## config.mk

```make
export PLATFORM = sky130hd
export DESIGN_NAME = axi_wr_burst_engine
export DESIGN_NICKNAME = d
export VERILOG_FILES = /design/src/rtl/axi_wr_burst_engine_pkg.sv /design/src/rtl/axi_wr_burst_engine_splitter.sv /design/src/rtl/axi_wr_burst_engine.sv
export SDC_FILE = /design/constraint.sdc
export NUM_CORES = 1
export LEC_CHECK = 0
export CAP_MARGIN = 10
export CORE_ASPECT_RATIO = 1.5
export CORE_MARGIN = 2
export CORE_UTILIZATION = 41
export CTS_CLUSTER_SIZE = 20
export DETAILED_ROUTE_END_ITERATION = 8
export GPL_TIMING_DRIVEN = 0
export PLACE_DENSITY_LB_ADDON = 0.12
export SLEW_MARGIN = 10
export SYNTH_ARGS = -nofsm -noshare
export SYNTH_HDL_FRONTEND = slang
export SYNTH_SLANG_ARGS = --single-unit
```

## constraint.sdc

```tcl
create_clock -name clk -period 5.83 [get_ports clk]
set_input_delay 1.749 -clock clk [delete_from_list [all_inputs] [get_ports clk]]
set_output_delay 1.749 -clock clk [all_outputs]
set_load 0.05 [all_outputs]
```

## src/rtl/axi_wr_burst_engine_pkg.sv

```systemverilog
// Shared types and constants for the AXI4 write burst engine.
package axi_wr_pkg;

  typedef enum logic [1:0] {
    IDLE = 2'd0,
    ADDR = 2'd1,
    DATA = 2'd2,
    RESP = 2'd3
  } state_t;

  localparam logic [2:0] AXSIZE_4B   = 3'b010;
  localparam logic [1:0] BURST_INCR  = 2'b01;
  localparam logic [1:0] RESP_OKAY   = 2'b00;
  localparam int         BOUNDARY_4K = 4096;

  // Wide enough to hold a part length of 64 beats.
  localparam int LEN_W = 7;

endpackage

```

## src/rtl/axi_wr_burst_engine_splitter.sv

```systemverilog
// Splits a (clamped) command into at most two INCR bursts so that neither
// burst crosses a 4 KB address boundary.
module burst_splitter
  import axi_wr_pkg::*;
#(
  parameter int ADDR_W = 32
) (
  input  logic [ADDR_W-1:0] addr,
  input  logic [LEN_W-1:0]  len,
  output logic [LEN_W-1:0]  part1_len,
  output logic [LEN_W-1:0]  part2_len,
  output logic [ADDR_W-1:0] part2_addr,
  output logic              has_part2
);

  logic [10:0] beats_to_boundary;

  // Range is 1..1024 beats, so 11 bits are enough.
  assign beats_to_boundary = 11'((13'(BOUNDARY_4K) - {1'b0, addr[11:0]}) >> 2);
  assign has_part2         = {4'b0000, len} > beats_to_boundary;
  assign part1_len         = has_part2 ? beats_to_boundary[LEN_W-1:0] : len;
  assign part2_len         = len - part1_len;
  assign part2_addr        = {addr[ADDR_W-1:12] + (ADDR_W-12)'(1), 12'h000};

endmodule

```

## src/rtl/axi_wr_burst_engine.sv

```systemverilog
// Turns {len, addr} commands plus a data stream into AXI4 INCR write bursts,
// one burst in flight at a time, splitting at 4 KB boundaries.
module axi_wr_burst_engine
  import axi_wr_pkg::*;
#(
  parameter int ADDR_W  = 32,
  parameter int DATA_W  = 32,
  parameter int MAX_LEN = 64
) (
  input  logic                       clk,
  input  logic                       rst,
  input  logic [ADDR_W+7:0]          cmd_in,
  input  logic                       cmd_valid,
  output logic                       cmd_ready,
  input  logic [DATA_W+DATA_W/8-1:0] wd_in,
  input  logic                       wd_valid,
  output logic                       wd_ready,
  output logic [ADDR_W-1:0]          m_awaddr,
  output logic [7:0]                 m_awlen,
  output logic [2:0]                 m_awsize,
  output logic [1:0]                 m_awburst,
  output logic                       m_awvalid,
  input  logic                       m_awready,
  output logic [DATA_W-1:0]          m_wdata,
  output logic [DATA_W/8-1:0]        m_wstrb,
  output logic                       m_wlast,
  output logic                       m_wvalid,
  input  logic                       m_wready,
  input  logic [1:0]                 m_bresp,
  input  logic                       m_bvalid,
  output logic                       m_bready,
  output logic                       busy,
  output logic                       err_resp,
  output logic                       err_len
);

  state_t state, state_next;

  logic [7:0]        cmd_len;
  logic [ADDR_W-1:0] cmd_addr;
  logic              cmd_len_big;
  logic [LEN_W-1:0]  cmd_len_c;

  logic [LEN_W-1:0]  sp_part1_len;
  logic [LEN_W-1:0]  sp_part2_len;
  logic [ADDR_W-1:0] sp_part2_addr;
  logic              sp_has_part2;

  logic [ADDR_W-1:0] cur_addr;
  logic [LEN_W-1:0]  cur_len_m1;
  logic              part2_pend;
  logic [ADDR_W-1:0] part2_addr_q;
  logic [LEN_W-1:0]  part2_len_q;
  logic [LEN_W-1:0]  beat_cnt;

  logic cmd_take;
  logic w_fire;
  logic last_beat;

  assign cmd_len     = cmd_in[ADDR_W+7:ADDR_W];
  assign cmd_addr    = cmd_in[ADDR_W-1:0];
  assign cmd_len_big = cmd_len > 8'(MAX_LEN);
  assign cmd_len_c   = cmd_len_big ? LEN_W'(MAX_LEN) : cmd_len[LEN_W-1:0];

  burst_splitter #(.ADDR_W(ADDR_W)) u_splitter (
    .addr       (cmd_addr),
    .len        (cmd_len_c),
    .part1_len  (sp_part1_len),
    .part2_len  (sp_part2_len),
    .part2_addr (sp_part2_addr),
    .has_part2  (sp_has_part2)
  );

  // A zero-length command is popped but never leaves IDLE.
  assign cmd_take  = (state == IDLE) && cmd_valid && (cmd_len != 8'd0);
  assign w_fire    = (state == DATA) && wd_valid && m_wready;
  assign last_beat = (beat_cnt == cur_len_m1);

  assign m_awaddr  = cur_addr;
  assign m_awlen   = {1'b0, cur_len_m1};
  assign m_awsize  = AXSIZE_4B;
  assign m_awburst = BURST_INCR;
  assign busy      = (state != IDLE);

  always_ff @(posedge clk) begin
    if (rst) begin
      state <= IDLE;
    end else begin
      state <= state_next;
    end
  end

  always_comb begin
    state_next = state;
    cmd_ready  = 1'b0;
    m_awvalid  = 1'b0;
    m_wvalid   = 1'b0;
    wd_ready   = 1'b0;
    m_wlast    = 1'b0;
    m_wdata    = '0;
    m_wstrb    = '0;
    m_bready   = 1'b0;
    unique case (state)
      IDLE: begin
        cmd_ready = cmd_valid;
        if (cmd_take) state_next = ADDR;
      end
      ADDR: begin
        m_awvalid = 1'b1;
        if (m_awready) state_next = DATA;
      end
      DATA: begin
        m_wvalid = wd_valid;
        wd_ready = m_wready;
        m_wlast  = last_beat;
        m_wdata  = wd_in[DATA_W-1:0];
        m_wstrb  = wd_in[DATA_W+DATA_W/8-1:DATA_W];
        if (w_fire && last_beat) state_next = RESP;
      end
      RESP: begin
        m_bready = 1'b1;
        if (m_bvalid) state_next = part2_pend ? ADDR : IDLE;
      end
      default: state_next = IDLE;
    endcase
  end

  always_ff @(posedge clk) begin
    if (rst) begin
      cur_addr     <= '0;
      cur_len_m1   <= '0;
      part2_pend   <= 1'b0;
      part2_addr_q <= '0;
      part2_len_q  <= '0;
      beat_cnt     <= '0;
      err_resp     <= 1'b0;
      err_len      <= 1'b0;
    end else begin
      if (cmd_take) begin
        cur_addr     <= {cmd_addr[ADDR_W-1:2], 2'b00};
        cur_len_m1   <= sp_part1_len - LEN_W'(1);
        part2_pend   <= sp_has_part2;
        part2_addr_q <= sp_part2_addr;
        part2_len_q  <= sp_part2_len;
        if (cmd_len_big) err_len <= 1'b1;
      end

      if (state == ADDR && m_awready) begin
        beat_cnt <= '0;
      end else if (w_fire) begin
        beat_cnt <= beat_cnt + LEN_W'(1);
      end

      // Second half of a split burst is issued only after the first B.
      if (state == RESP && m_bvalid) begin
        if (m_bresp != RESP_OKAY) err_resp <= 1'b1;
        if (part2_pend) begin
          cur_addr   <= part2_addr_q;
          cur_len_m1 <= part2_len_q - LEN_W'(1);
          part2_pend <= 1'b0;
        end
      end
    end
  end

endmodule

```

# Word level (Yosys, flattened, before mapping)
# Index checks and enable logic that the tools add are counted.
# totals
ff_bits,78
out_inout_bits,90
wordCells,65
inputBits,85
# classes
reduce_logical,15
n_eq_ne,8
muxes,25
add_sub_neg,6
magnitude_cmp,2
# op_table
operator,count
32-bit 2-to-1 mux,4
7-bit 2-to-1 mux,5
"20-bit by 1-bit adder with 20-bit output, second input constant",1
"7-bit by 1-bit subtractor with 7-bit output, second input constant",2
"13-bit by 12-bit subtractor with 13-bit output, first input constant",1
7-bit by 11-bit > comparator with 1-bit output,1
1-bit 2-to-1 mux,10
"8-bit by 7-bit > comparator with 1-bit output, second input constant",1
2-bit 2-to-1 mux,4
2-bit case mux with 4 select lines,1
8-bit nonzero test,1
"7-bit by 1-bit adder with 7-bit output, second input constant",1
7-bit equality test,1
1-bit logical AND,7
7-bit subtractor,1
"2-bit != test, second input constant",3
"2-bit equality test, second input constant",2
4-bit 2-to-1 mux,1
2-bit AND reduction,2
4-bit AND reduction,1
2-bit nonzero test,2
"2-bit by 1-bit equality test with 1-bit output, second input constant",1
2-bit logical NOT,1
"2-bit by 1-bit != test with 1-bit output, second input constant",1
2-bit OR reduction,1

# Logic depth before layout (Yosys ltp)
# Gate-level depths: netlist of run 1.
# depth
word_depth,8
depth_mapped,23
mapped_depth_nobuf,19

# Hierarchy
# Synthesis of run 1 repeated with hierarchy kept, for this count alone.
# unflattened
cells_unflattened,702
area_unflattened_um2,5380.2
# modules_own_cells
module,n_inst,cells_per_inst,seq_area_each_um2,area_per_inst_um2
axi_wr_burst_engine,1,553,1801.7,4245.3
burst_splitter,1,149,0.0,1134.8

# Worst setup path after synthesis of run 1
# Ideal clock, no wire load.
# synth_path
path_type,in2reg
start,in cmd_in[2]
end,reg part2_len_q[6]
arrival_ns,5.746
path_stages,22
setup_ns,0.127
path_buffers,4
setup_slack_ns,-0.043
t_required_ns,5.703
cell_sequence,buf_6 > or4_4 > buf_6 > nor3_1 > xor2_1 > ha_1 > a211oi_1 > nor2_1 > o31a_1 > buf_4 > and2_0 > clkbuf_2 > o21ai_0 > ha_1 > inv_1 > fa_1 > a211oi_1 > nor2_1 > nor2_1 > nand2_1 > o2111ai_1 > a31oi_1
# synth_between
elab_chain_len,4
# synth_lines
element,line_no,rtl
"start, declared",axi_wr_burst_engine.sv:12,"input logic [ADDR_W+7:0] cmd_in,"
13-bit by 12-bit subtractor with 13-bit output *,axi_wr_burst_engine_splitter.sv:19,"assign beats_to_boundary = 11'((13'(BOUNDARY_4K) - {1'b0, addr[11:0]}) >> 2);"
7-bit by 11-bit > comparator with 1-bit output,axi_wr_burst_engine_splitter.sv:20,"assign has_part2 = {4'b0000, len} > beats_to_boundary;"
7-bit 2-to-1 mux *,axi_wr_burst_engine_splitter.sv:21,assign part1_len = has_part2 ? beats_to_boundary[LEN_W-1:0] : len;
7-bit subtractor *,axi_wr_burst_engine_splitter.sv:22,assign part2_len = len - part1_len;
"end signal, assigned",axi_wr_burst_engine.sv:144,part2_len_q <= sp_part2_len;
"end, declared",axi_wr_burst_engine.sv:53,logic [LEN_W-1:0] part2_len_q;
# Every way passes the cells marked *; elsewhere a longest branch is shown, timed or not.
# A chain may end at the register's enable or synchronous reset.

# Final worst setup path of run 1
# layout_path
start,in cmd_in[6]
end,reg cur_len_m1[6]
# layout_between
elab_chain_len,7
# layout_lines
element,line_no,rtl
13-bit by 12-bit subtractor with 13-bit output *,axi_wr_burst_engine_splitter.sv:19,
7-bit by 11-bit > comparator with 1-bit output,axi_wr_burst_engine_splitter.sv:20,
7-bit 2-to-1 mux *,axi_wr_burst_engine_splitter.sv:21,
7-bit by 1-bit subtractor with 7-bit output *,axi_wr_burst_engine.sv:141,cur_len_m1 <= sp_part1_len - LEN_W'(1);
7-bit 2-to-1 mux *,axi_wr_burst_engine.sv:139,if (cmd_take) begin
7-bit 2-to-1 mux,axi_wr_burst_engine.sv:157,if (part2_pend) begin
7-bit 2-to-1 mux *,axi_wr_burst_engine.sv:155,if (state == RESP && m_bvalid) begin
"end signal, assigned",axi_wr_burst_engine.sv:141,
"end signal, assigned",axi_wr_burst_engine.sv:159,cur_len_m1 <= part2_len_q - LEN_W'(1);
"end, declared",axi_wr_burst_engine.sv:50,logic [LEN_W-1:0] cur_len_m1;
# Marks and branches as above.

==> flow_summary_export.csv, run 1 <==
group,metric,value,unit
run_status,status,"finished clean",
worst_setup_path,max_stage_delay,0.37,ns
yosys,synth_warnings,0,
power,p_comb_share,48.6,%
timing,tightest_slew,0.821,ns
worst_setup_path,required,6.07,ns
timing,slew_viol_final,0,
global_route,antenna_found_initial,0,
clock_network,cts_root_buf,"clkbuf_16",
yosys,async_flop_share,0,%
cells_and_area,n_antenna_cell,0,
yosys,post-synth-top-count-cell,"nand2_1",
route,drc,0,
yosys,postSynthAreaPerCell,7.72,um2
power,netSwitchingFraction,43.1,%
route,drt_wl_total,16000,um
min_path,worstHoldPathType,"flip-flop to flip-flop",
global_route,grt_pass1_wl,24700,um
die,core_area,11500,um2
power,seq_power_share,26.0,%
timing,hold_ws,0.445,ns
power,p_int,1.58,mW
power,p_clk_share,25.3,%
worst_setup_path,endpoint,"cur_len_m1[6]$_SDFF_PP0_",
worst_setup_path,cp-end-kind,"flip-flop",
worst_setup_path,critPathTopFamily,"compound AO/OA/AOI/OAI gates",
yosys,synth_edf_count,0,
timing,final.period_utilization,98.0,%
power,switchingPower,1.20,mW
die,die_y,137,um
yosys,synth.distinct_cells,58,
worst_setup_path,critPathBufInv,4,
worst_setup_path,reg2reg_slack,3.10,ns
clock_network,cts_tree,"done",
die,row_count,48,
placement,gp_congestion,0.853,
route,vias,5168,
route,drt-initial-drc-count,205,
worst_setup_path,ff2ff_path_depth,8,
route,ant_nets,0,
cells_and_area,finalNetCount,916,
die,die_x,92.7,um
timing,hold_viol,0,
route,dr.pass1.iters,5,
clock_network,htree_num_levels,3,
worst_setup_path,critical_path.slowest_cell,"dlygate4sd2_1",
yosys,ys_ff_latch,78,
yosys,yosys-top-cells-area,"dfxtp_1 32%, nand2_1 8.1%, and2_1 5.9%, ha_1 5.4%, nor2_1 5.1%",
power,ir_worst_vdd,0.000186,V
worst_setup_path,cp-start-kind,"input pin",
job,cap_violations,0,
worst_setup_path,critPathLaunch,"cmd_in[6]",
power,p_per_area,386,nW/um2
cells_and_area,syn2layout_area_growth,48.6,%
global_route,grt-ovfl-total,0,
timing,period_needed,5.71,ns
yosys,synth_common_cells,"105 x nand2_1, 78 x dfxtp_1, 66 x nor2_1",
worst_setup_path,r2r_start,"state[0]$_SDFFE_PP0P_",
global_route,grt_max_degree,15,
placement,hpwlAfterDp,12300,um
worst_setup_path,path_cells,"dlygate4sd2_1, nor4_4, nand2_2, or2_1, buf_6, nand2_1, ha_1, nand4_1, a21oi_1, o31a_1, buf_6, nand2_2, nor2_1, a21oi_2, ha_1, clkbuf_8, nand4_1, o211a_1, o21ai_1, o211ai_1, a221oi_1",
die,num_io_pins,175,
cells_and_area,postLayoutCoreUtil,62.4,%
clock_network,cts_made_buffers,9,
route,wl_per_cell,16.6,um
clock_network,clk_pin_slew,0.06,ns
timing,setup_viol,0,
worst_setup_path,crit_fanout,10,
clock_network,cts_max_path_buffers,2,
yosys,synth_top_area_share,32.3,%
global_route,grt_pass1_vias,5076,
yosys,synth_top_area_cell,"dfxtp_1",
clock_network,cts_hold_buf,0,
cells_and_area,drive_above_1_share,8.11,%
yosys,yosys_most_used_dff,"dfxtp_1",
worst_setup_path,rr_endpoint,"part2_addr_q[31]$_SDFFE_PP0P_",
die,start_util,42.0,%
timing,fin_skew,0.00437,ns
clock_network,clock-sinks,78,
timing,maxSlewHeadroom,45.0,%
die,die_area,12700,um2
clock_network,insertion_delay,0.34,ns
yosys,ys_seq_area_share,32.3,%
timing,clock.fmax,0.175,GHz
global_route,grt_use_total,24.4,%
power,p_leak,2.71,nW
placement,io_buffer_count,163,
yosys,syn_inst,627,
timing,totalNegativeSetupSlack,0,ns
worst_setup_path,path_depth,21,
yosys,syn_area,4840,um2
worst_setup_path,critPathKind,"input pin to flip-flop",
worst_setup_path,worst_ep_arrival_time,5.95,ns
route,via_per_inst,5.36,
==> cell families after synthesis <==
family                   count (synthesis)  synth area share (%)
AND/OR/NAND/NOR                        285                  28.5
AO/OA/AOI/OAI                          127                  17.8
flip-flops                              78                  32.3
buffers and inverters                   63                  6.07
XOR/XNOR                                48                  8.97
adder cells (fa/ha/maj)                 22                  5.84
other                                    2                 0.155
multiplexers                             2                 0.414
==> final cells by class <==
cell class,count,area (um2)
Buffer,47,250
Clock buffer,9,225
Clock inverter,7,145
Fill cell,1070,4340
Inverter,15,56.3
Multi-Input combinational cell,490,3110
Sequential cell,78,1560
Tap cell,150,188
Timing Repair Buffer,168,1660
==> power by group through the flow <==
stage / clock [mW] / sequential (mW) / combinational, mW
3_3_place_gp: 0 / 0.728 / 1.31
5_1_grt: 0.732 / 0.734 / 1.44
4_1_cts: 0.705 / 0.722 / 1.35
2_1_floorplan: 0 / 0.888 / 0.719
6_report: 0.702 / 0.722 / 1.35
3_5_place_dp: 0 / 0.732 / 1.33
==> worst min path at each step <==
stage	from	end	slack, ns	depth (start not counted)
after floorplan	part2_addr_q[13]$_SDFFE_PP0P_	part2_addr_q[13]$_SDFFE_PP0P_	0.44	2
after global placement	err_resp$_SDFFE_PP0P_	err_resp$_SDFFE_PP0P_	0.44	2
after detailed placement	err_resp$_SDFFE_PP0P_	err_resp$_SDFFE_PP0P_	0.44	2
after CTS	err_resp$_SDFFE_PP0P_	err_resp$_SDFFE_PP0P_	0.45	2
after global routing	err_resp$_SDFFE_PP0P_	err_resp$_SDFFE_PP0P_	0.48	2
final	err_resp$_SDFFE_PP0P_	err_resp$_SDFFE_PP0P_	0.44	2
==> state kept, by name, indices dropped and copies added (netlist names) <==
name / cells
beat_cnt: 7
part2_len_q: 7
err_len: 1
cur_len_m1: 7
part2_addr_q: 20
m_awaddr: 32
part2_pend: 1
state: 2
err_resp: 1
==> metrics by stage <==
stage | setup WS (ns) | std cells | total power [mW] | area (um2)
2_1_floorplan | 0.0193 | 631 | 1.61 | 4860
3_3_place_gp | -1.09 | 944 | 2.04 | 6680
3_5_place_dp | -1.23 | 944 | 2.07 | 6680
4_1_cts | 0.00315 | 964 | 2.78 | 7130
5_1_grt | -0.0474 | 964 | 2.91 | 7200
6_report | 0.116 | 964 | 2.77 | 7200
==> placed cells by master (no fill, tap or decap), drive strengths merged, types with 2 or more instances in the layout <==
| cell | netlist | final |
|---|---|---|
| a211oi | 18 | 18 |
| a21o | 4 | 4 |
| a21oi | 35 | 35 |
| a221oi | 4 | 4 |
| a311oi | 20 | 20 |
| a31oi | 6 | 6 |
| and2 | 47 | 47 |
| and3 | 5 | 5 |
| and4 | 4 | 4 |
| buf | 19 | 24 |
| bufinv | 0 | 4 |
| clkbuf | 29 | 39 |
| clkdlybuf4s50 | 0 | 159 |
| conb | 2 | 6 |
| dfxtp | 78 | 78 |
| dlygate4sd2 | 0 | 2 |
| ha | 21 | 21 |
| inv | 15 | 16 |
| mux2i | 2 | 2 |
| nand2 | 106 | 106 |
| nand3 | 19 | 19 |
| nand3b | 2 | 2 |
| nand4 | 8 | 8 |
| nor2 | 66 | 66 |
| nor3 | 9 | 9 |
| nor3b | 3 | 3 |
| nor4 | 8 | 8 |
| o2111ai | 2 | 2 |
| o211ai | 4 | 4 |
| o21ai | 21 | 21 |
| or3 | 3 | 3 |
| xnor2 | 21 | 21 |
| xor2 | 26 | 26 |
==> metal layers <==
layer / routed length [um] / vias to the layer above / track usage, %
li1: - / 2525 / -
met1: 5980 / 2436 / 25.5
met2: 8730 / 178 / 47.5
met3: 841 / 29 / 4.35
met4: 447 / 0 / 9.56
met5: 0 / - / 0
==> worst reg2reg max path: stages (launching register included) <==
cell and delay (ns):
dfxtp_1 0.34, inv_1 0.14, ha_1 0.21, nand2_1 0.11, a31oi_1 0.63, clkbuf_1 0.41
clkbuf_1 0.44, o21ai_0 0.19, a21oi_1 0.18
==> timing repair <==
item,4_1_cts,5_1_grt
resized for setup,22,17
setup endpoints to repair,7,4
pin swaps,7,10
setup buffers,4,1
hold endpoints to repair,0,0
(Power assumes the default switching activity.)
==> run 2: changes to the inputs <==
--- a/config.mk
+++ b/config.mk
@@ -7,13 +7,11 @@
 export LEC_CHECK = 0
 export CAP_MARGIN = 10
 export CORE_ASPECT_RATIO = 1.5
-export CORE_MARGIN = 2
 export CORE_UTILIZATION = 41
 export CTS_CLUSTER_SIZE = 20
 export DETAILED_ROUTE_END_ITERATION = 8
 export GPL_TIMING_DRIVEN = 0
 export PLACE_DENSITY_LB_ADDON = 0.12
-export SLEW_MARGIN = 10
 export SYNTH_ARGS = -nofsm -noshare
 export SYNTH_HDL_FRONTEND = slang
 export SYNTH_SLANG_ARGS = --single-unit
==> run 2 against run 1 <==
Sequential power is essentially flat. First-iteration DRC count shrank 2.4%. Routed wire length shrank 4.1%. Utilization shrank 0.44 points. Sequential share of layout area grew 0.16 points. Die area shrank 3.6%. Clock skew grew 0.0016 ns. Flip-flop and latch count is the same. Highest routed layer unchanged. Non-clock buffer count grew 4. Combinational power is essentially flat.
==> flow_summary_export.csv, run 2 (same netlist as run 1, synthesis figures left out) <==
group,metric,value,unit
run_status,status,"finished clean",
timing,hold_ws,0.448,ns
cells_and_area,final_cell_mix,"159 x clkdlybuf4s50_1, 104 x nand2_1, 78 x dfxtp_1",
route,wl_met1,5870,um
worst_setup_path,cp-start-kind,"input pin",
timing,final.period_utilization,97.1,%
timing,clock.fmax,0.177,GHz
die,start_util,42.0,%
worst_setup_path,critPathKind,"input pin to flip-flop",
worst_setup_path,critPathLaunch,"cmd_in[0]",
die,die_x,90.7,um
placement,gp_congestion,0.871,
route,vias,5138,
worst_setup_path,crit_fanout,10,
worst_setup_path,cp-end-kind,"flip-flop",
worst_setup_path,reg2reg_slack,3.11,ns
clock_network,insertion_delay,0.33,ns
cells_and_area,postLayoutCoreUtil,62.0,%
clock_network,htree_num_levels,3,
global_route,grt_pass1_vias,4930,
cells_and_area,final_common_cell,"clkdlybuf4s50_1",
clock_network,cts_max_path_buffers,2,
job,cap_violations,0,
die,die_y,135,um
cells_and_area,drive_above_1_share,8.07,%
die,row_count,48,
clock_network,cts_root_buf,"clkbuf_16",
clock_network,clock-sinks,78,
die,die_area,12300,um2
power,ir_worst_vdd,0.000223,V
global_route,grt-ovfl-total,0,
clock_network,cts_tree,"done",
route,dr.pass1.iters,4,
route,drc,0,
timing,tightest_slew,0.792,ns
timing,fin_skew,0.00593,ns
timing,setup_viol,0,
route,wl_per_cell,15.9,um
worst_setup_path,rr_endpoint,"part2_len_q[6]$_SDFFE_PP0P_",
die,core_area,11500,um2
placement,io_buffer_count,163,
route,via_per_inst,5.31,
route,dr_wl_met3,746,um
clock_network,clk_pin_slew,0.06,ns
cells_and_area,syn2layout_area_growth,47.6,%
route,routed-wl-met2,8190,um
die,num_io_pins,175,
global_route,grt_use_total,24.9,%
timing,maxSlewHeadroom,47.0,%
global_route,antenna_found_initial,0,
route,drt-initial-drc-count,200,
clock_network,cts_hold_buf,0,
route,drt_wl_total,15300,um
worst_setup_path,r2r_start,"state[0]$_SDFFE_PP0P_",
timing,slew_viol_final,0,
placement,hpwlAfterDp,12200,um
route,ant_nets,0,
cells_and_area,n_antenna_cell,0,
cells_and_area,largest_reg_flops,32,
min_path,worstHoldPathType,"flip-flop to flip-flop",
power,power.total,2.67,mW
timing,totalNegativeSetupSlack,0,ns
timing,period_needed,5.66,ns
timing,hold_viol,0,
worst_setup_path,ff2ff_path_depth,8,
cells_and_area,finalNetCount,920,
power,p_leak,2.71,nW
placement,dpl_cell_area,6680,um2
global_route,grt_pass1_wl,24000,um
power,p_per_area,374,nW/um2
clock_network,cts_made_buffers,9,
worst_setup_path,required,6.04,ns
worst_setup_path,worst_ep_arrival_time,5.88,ns
worst_setup_path,endpoint,"part2_len_q[6]$_SDFFE_PP0P_",
route,top_layer_used,"met4",
cells_and_area,final_cell_area,7140,um2
global_route,grt_max_degree,15,
timing,grt_setup_unrepaired,"true",
[run 2: final cells by class]
cell class | count | area (um2)
buffer | 48 | 259
clock buffer | 9 | 225
clock inverter | 7 | 96.3
fill | 1081 | 4390
inverter | 15 | 56.3
multi-input combinational | 490 | 3070
sequential | 78 | 1560
tap | 150 | 188
timing repair buffer | 171 | 1690
[run 2: repair_timing]
item | in CTS | in global routing
pin swaps | 7 | 8
hold endpoints to repair | 0 | 0
setup buffers | 3 | 5
gates resized for setup | 23 | 9
endpoints found under the setup margin | 8 | 4
[run 2: worst min path at each step]
| stage | cells past startpoint | endpoint | from | slack (ns) |
|---|---|---|---|---|
| floorplan | 2 | part2_addr_q[13]$_SDFFE_PP0P_ | part2_addr_q[13]$_SDFFE_PP0P_ | 0.44 |
| global placement | 2 | err_resp$_SDFFE_PP0P_ | err_resp$_SDFFE_PP0P_ | 0.44 |
| detailed placement | 2 | err_resp$_SDFFE_PP0P_ | err_resp$_SDFFE_PP0P_ | 0.44 |
| CTS | 2 | err_resp$_SDFFE_PP0P_ | err_resp$_SDFFE_PP0P_ | 0.45 |
| global route | 2 | m_awaddr[9]$_SDFF_PP0_ | m_awaddr[9]$_SDFF_PP0_ | 0.47 |
| finish | 2 | err_resp$_SDFFE_PP0P_ | err_resp$_SDFFE_PP0P_ | 0.45 |
[run 2: critical path, stage by stage]
cell and delay, ns:
clkdlybuf4s15_2 0.23, or4_4 0.49, buf_8 0.16, nor4_4 0.25, xnor2_2 0.17, inv_2 0.06
ha_4 0.27, nand4_1 0.11, o2111a_1 0.28, o31a_1 0.11, buf_6 0.15, and2_0 0.16
clkbuf_8 0.16, o21ai_4 0.13, ha_1 0.15, inv_1 0.06, fa_2 0.35, a211oi_2 0.18
nor2_1 0.09, nor2_2 0.20, nand2_1 0.10, o2111ai_2 0.16, a31oi_1 0.10
[run 2: metrics by stage]
step,std cells,worst slack [ns]
after floorplan,631,0.0193
after global placement,944,-1.03
after detailed placement,944,-1.11
after CTS,963,0.0269
after global routing,968,-0.0508
final,968,0.168
[run 2: power by group]
part           leakage (nW)  switching [mW]  internal, mW
logic                  1.91           0.874         0.472
registers             0.641          0.0773         0.643
clock network         0.160           0.228         0.377
total                  2.71            1.18          1.49
[run 2: metal layers]
metal	up-vias	GRT usage [%]
li1	2545	-
met1	2388	25.5
met2	178	48.4
met3	27	3.94
met4	0	11.6
met5	-	0
